--- src/rtl/fwd_scoreboard.sv ---
// fwd_scoreboard: tracks in-flight register writes, registers per-source EX forward selects, raises load-use stalls
module fwd_scoreboard #(
  parameter int REG_AW = 4,
  parameter int NUM_SRC = 2,
  parameter int DEPTH = 3,
  parameter int LOAD_AVAIL = 2,
  parameter int ZERO_REG = 1,
  localparam int SW = (DEPTH > 1) ? $clog2(DEPTH) : 1
) (
  input  logic                      i_clk,
  input  logic                      i_rst,
  input  logic                      i_freeze,
  input  logic                      i_flush,
  input  logic                      i_id_valid,
  input  logic                      i_id_regwrite,
  input  logic                      i_id_isload,
  input  logic [REG_AW-1:0]         i_id_rd,
  input  logic [NUM_SRC-1:0]        i_id_src_valid,
  input  logic [NUM_SRC*REG_AW-1:0] i_id_src,
  output logic                      o_stall,
  output logic [NUM_SRC*SW-1:0]     o_fwd_sel
);
  // The oldest stage only writes the register file and is never forwarded, so it is not stored.
  localparam int NE = (DEPTH > 1) ? DEPTH - 1 : 1;
  logic [NE-1:0]         r_v;
  logic [NE-1:0]         r_ld;
  logic [REG_AW-1:0]     r_rd [NE];
  logic [NUM_SRC*SW-1:0] r_fwd_sel;
  logic [NUM_SRC*SW-1:0] w_sel;
  logic [NUM_SRC-1:0]    w_hazard;
  logic                  w_advance;
  // Scan oldest to youngest so the youngest matching stage overwrites and wins.
  always_comb begin
    w_sel = '0;
    w_hazard = '0;
    for (int i = 0; i < NUM_SRC; i++)
      for (int k = DEPTH - 2; k >= 0; k--)
        if (r_v[k] && i_id_src_valid[i] && r_rd[k] == i_id_src[i*REG_AW +: REG_AW] &&
            !(ZERO_REG != 0 && i_id_src[i*REG_AW +: REG_AW] == '0)) begin
          w_sel[i*SW +: SW] = SW'(k + 1);
          w_hazard[i] = r_ld[k] && (k + 1 < LOAD_AVAIL);
        end
  end
  assign o_stall = !i_flush && i_id_valid && |w_hazard;
  assign w_advance = !i_flush && !o_stall;
  assign o_fwd_sel = r_fwd_sel;
  // Age entries every unfrozen cycle; only an advancing valid ID instruction enters as a writer.
  always_ff @(posedge i_clk)
    if (!i_rst) begin
      r_v <= '0;
      r_fwd_sel <= '0;
    end else if (!i_freeze) begin
      for (int k = NE - 1; k > 0; k--) begin
        r_v[k] <= r_v[k-1];
        r_ld[k] <= r_ld[k-1];
        r_rd[k] <= r_rd[k-1];
      end
      r_v[0] <= w_advance && i_id_valid && i_id_regwrite;
      r_ld[0] <= i_id_isload;
      r_rd[0] <= i_id_rd;
      r_fwd_sel <= (w_advance && i_id_valid) ? w_sel : '0;
    end
endmodule

--- config.mk ---
export PLATFORM = sky130hd
export DESIGN_NAME = fwd_scoreboard
export DESIGN_NICKNAME = d
export VERILOG_FILES = /design/src/rtl/fwd_scoreboard.sv
export SDC_FILE = /design/constraint.sdc
export NUM_CORES = 1
export LEC_CHECK = 0
export CORE_AREA = 3 3 40 42
export DETAILED_ROUTE_END_ITERATION = 8
export DIE_AREA = 0 0 43 45
export DONT_BUFFER_PORTS = 1
export HOLD_SLACK_MARGIN = 0.08
export MAX_ROUTING_LAYER = met4
export PLACE_DENSITY = 0.83
export SYNTH_ARGS = -nofsm -noshare
export SYNTH_HDL_FRONTEND = slang
export SYNTH_SLANG_ARGS = --single-unit
--- constraint.sdc ---
create_clock -name i_clk -period 3.95 [get_ports i_clk]
set_clock_uncertainty 0.15 [all_clocks]
set_input_delay 0.1975 -clock i_clk [delete_from_list [all_inputs] [get_ports i_clk]]
set_output_delay 0.1975 -clock i_clk [all_outputs]
set_load 0.03 [all_outputs]
After elaboration in Yosys (flattened, before gate mapping)
Memory sizes are Yosys's and may differ from the RTL's. Cells that the tools add are included.

Register bits: 7. Bits in latches: 0. Memory bits (writable): 8. ROM bits: 0. Input bits: 21. Output and inout bits: 5. Memories: 1.

Add/subtract/negate cells: 0. Multipliers: 0. Div/mod/pow operators: 0. $lt $le $gt $ge: 0. Eq/ne operators: 4. Shift-type cells: 0. Muxes and demuxes: 10. Bitwise gates (word level): 1. Reductions and logical operators: 25.

Memories: r_rd (depth 2, width 4, read ports 2, clocked after Yosys merged registers in 0, wr ports 2, RTL line 27) `logic [REG_AW-1:0] r_rd [NE];`.

Operators by type and width (count): logical AND 1 bit (17); == test 4 bit (4); logical NOT 4 bit (2); 2-to-1 mux 2 bit (4); 2-to-1 mux 1 bit (5); logical NOT 1 bit (4); 2-to-1 mux 4 bit (1); AND reduction 2 bit (1); OR reduction 2 bit (1); NOT 1 bit (1).

Logic depth before layout (Yosys ltp)
Depth after elaboration: 10. Gate-level depth with buffers: 6.

Worst setup path before layout
Ideal clock, no wire load.

Kind: flip-flop to output port. Start: mem r_rd[0][3]. End: out o_stall. Arrival: 1.474 ns. Data required time: 3.602 ns. Setup slack: 2.129 ns. Stages on the path, launching flop included: 6. Cell sequence: edfxtp_1 xnor2_1 nand3_1 nor3_1 o21ai_1 nor2_1.

RTL lines: start: declaration (RTL line 27); end: declaration (RTL line 20) `output logic o_stall,`.

==> results list <==
- DIE AREA: 1940 µm²
- After filler insertion, the fill cell instance count of the layout stands at 94.
* Synthesis Warnings: 0
- Slew of the pin with the lowest slew margin: 0.811 ns
- In this run the core area contains 13 standard-cell rows.
* Worst max-slew margin expressed relative to the limit: 45.8%
- Summed over all layers, the global routing overflow is 0.
- Skew-Pair Late Insertion Delay: 0.28 ns
* X dimension of the die: 43 µm
* CP arrival: 1.99 ns
- Setup total negative slack on the finished layout was measured at 0 ns.
* CTS tree: done
- The largest single stage delay on the critical path is 0.47 ns.
* Required arrival time at the worst endpoint: 3.60 ns
- In this run, distinct cell masters in the synthesized netlist total 21.
- Fmax: 428 MHz
- Setup violations remaining at the end of the flow were counted as 0.
- Area contributors post-synth: edfxtp_1 (36%), xnor2_1 (19%), dfxtp_1 (16%)
* Crit Path Category: reg2out
- Total wire length after detailed routing: 1510 µm
- Footprint of the multi-input gates: 360 µm²
* Kind of cell adding the most delay to the critical path: simple AND/OR/NAND/NOR gates
* Count of antenna-violating nets left after detailed routing: 0
- Initial standard-cell utilization of the core: 58.8%
- Synthesis produced a netlist with a net count of 85.
- In the layout the commonest cells are xnor2_1 (16), dlygate4sd3_1 (10), edfxtp_1 (9).
- Summed over all cells, the static leakage comes to 0.278 nW.
- Compared with the post-synthesis result, the final layout area differs by 18.7%.
- Sequential element share of the synthesized area: 51.7%
- Total count of max-transition violations in the final report: 0
- Clock-pin slew was measured on the worst setup and hold paths at 0.09 ns.
* Vias in the first global route: 548
- Clock tree synthesis selected as its root buffer the cell clkbuf_4.
- Highest-delay cell along the critical path: nor2_1
- Startpoint type of the worst setup path: flop
- Shortest clock period the worst path allows after layout: 2.33 ns
* Crit-path cells: xnor2_1 -> nand3_1 -> nor3_1 -> o21ai_1 -> nor2_1
- In the routed layout, each cell is associated on average with a via count of 6.11.
* Number of buffers added for setup after CTS: 0
* Run status: completed
* R2R cell count: 6
* Placement-stage worst setup slack: 1.96 ns
* Routed via count: 562
* Setup repair after global routing missed its margin: false
* Total power draw: 0.296 mW
* Number of placed instances with taps included: 78
* Number of primary I/O pins: 26
- Dpl hpwl: 1120 µm
* Combined global-route utilization of all metal layers: 17.4%
- Number of buffers created by CTS: 3
- Number of storage elements in the synthesis netlist: 15
- In the final routed layout, each cell accounts on average for 16.4 µm.
- 0 antenna diodes ended up in the layout.
- Library cell occupying the most area in the post-synthesis netlist: edfxtp_1
* Post-Synthesis Cell Area: 756 µm²
- Nets@finish: 99
* Instance count along the most critical hold path: 1
* Ratio of cells with drive above 1 in the final layout: 9.09%
- Once layout is complete, the cells apart from fillers number 92.
- Number of max-cap violations: 0
- In this run, post-CTS repair resized a total of 0 instances.
- Peak VDD IR: 0.225 mV
- Worst Hold Class: in2reg
- In the routed design, unresolved DRC markers number 0.
* Power per standard cell area: 330 nW/µm²
* Core region area: 1280 µm²
- Bufs and invs on worst path: 0
- Synthesized area per cell: 11.8 µm²
- Of all nets on the critical path, the largest fanout is 3.
- Iteration-0 DRC Markers: 9
- Final hold violation count: 0
* Cells after Synth: 64
* Number of buffers on the longest clock path: 2
- Die height: 45 µm
- For this run, the detailed router's first-pass iteration total came to 4.
- Hold repair after CTS inserted 10 buffers.
- Most frequent standard cell in the layout excluding fill and tap cells: xnor2_1
- The congestion estimate from routability-driven global placement came to 0.778.
- The count of buffers added on input and output ports is 0.
- CTS sink cnt: 15
- Entering global routing, the biggest net connects 11 pins.
* Element type at the critical path end: primary output
- H-Tree Depth: 1
- After layout, the worst setup slack is 1.62 ns.
* First-pass GRT wire length: 2350 µm
- Number of antenna violations at the first check in global routing: 0
- Layout Utilization: 69.8%
- The top cell type by area accounts for 35.8% of the synthesized area.
- After layout, the worst path uses 59.1% of the clock period.
- Counting buffers and inverters, the worst setup path is 5 cells deep.
- Registers take 390 µm².
-- worst reg2reg max path, cell delays in order (launching register included) --
cell and delay [ns]:
edfxtp_1 0.45, xnor2_1 0.19, nand3_1 0.12, nor3_1 0.34, a22oi_1 0.11, nor2b_1 0.12
dlygate4sd3_1 0.54
-- per-stage QoR --
step	area (µm²)	hold slack, ns
after global placement	769	0.146
after detailed placement	769	0.146
after CTS	897	0.126
after floorplan	756	0.146
final	897	0.129
after global routing	897	0.139
-- report_power, final --
| group | internal (mW) | switching, mW |
|---|---|---|
| clock | 0.0375 | 0.0489 |
| sequential | 0.172 | 0.00501 |
| combinational | 0.0204 | 0.0126 |
-- sequential cells by signal, summed over array words and instances (netlist names) --
name / flops
r_ld: 1
r_v: 2
r_rd: 8
o_fwd_sel: 4
-- worst paths after layout --
| path | from | end | slack, ns |
|---|---|---|---|
| setup / recovery | r_rd[0][3] | o_stall | 1.62 |
| setup reg to reg | r_rd[0][3] | o_fwd_sel[2] | 1.89 |
| hold reg to reg | r_rd[0][0] | r_rd[0][4] | 0.38 |
| hold / removal | i_freeze | r_rd[0][6] | 0.13 |
-- area by class of cell --
class | instances | area share, %
multi-input cells | 48 | 40.2
repair buffers | 10 | 11.2
flip-flops and latches | 15 | 43.5
clock inverters | 1 | 0.558
well taps | 15 | 2.09
clock buffers | 3 | 2.51
-- synth_stat cells (all sizes together) --
library cell and n:
xnor2 16, edfxtp 9, dfxtp 6, nand2 5, nor2b 5, nor3 3, a22oi 2, a32o 2
nand3 2, nand4 2, nor2 2, nor4 2, o41ai 2, a31o 1, and3 1, buf 1
mux2i 1, nand2b 1, o21ai 1
-- cells by family (layout without fill, tap and decap cells) --
| group | Yosys count | in the layout | synth area share [%] |
|---|---|---|---|
| buffers and inverters | 1 | 14 | 0.662 |
| AO/OA/AOI/OAI | 8 | 8 | 11.3 |
| multiplexers | 1 | 1 | 1.32 |
| AND/OR/NAND/NOR | 23 | 23 | 16.6 |
| XOR/XNOR | 16 | 16 | 18.5 |
| flip-flops | 15 | 15 | 51.7 |
-- layer usage --
| layer | track usage (%) | part of all wire (%) | vias up |
|---|---|---|---|
| li1 | - | - | 264 |
| met1 | 21.1 | 41 | 272 |
| met2 | 26.9 | 50 | 24 |
| met3 | 4.38 | 7.8 | 2 |
| met4 | 9.04 | 0.93 | 0 |
| met5 | - | 0 | - |
No activity file was read; power rests on OpenSTA's default activity.
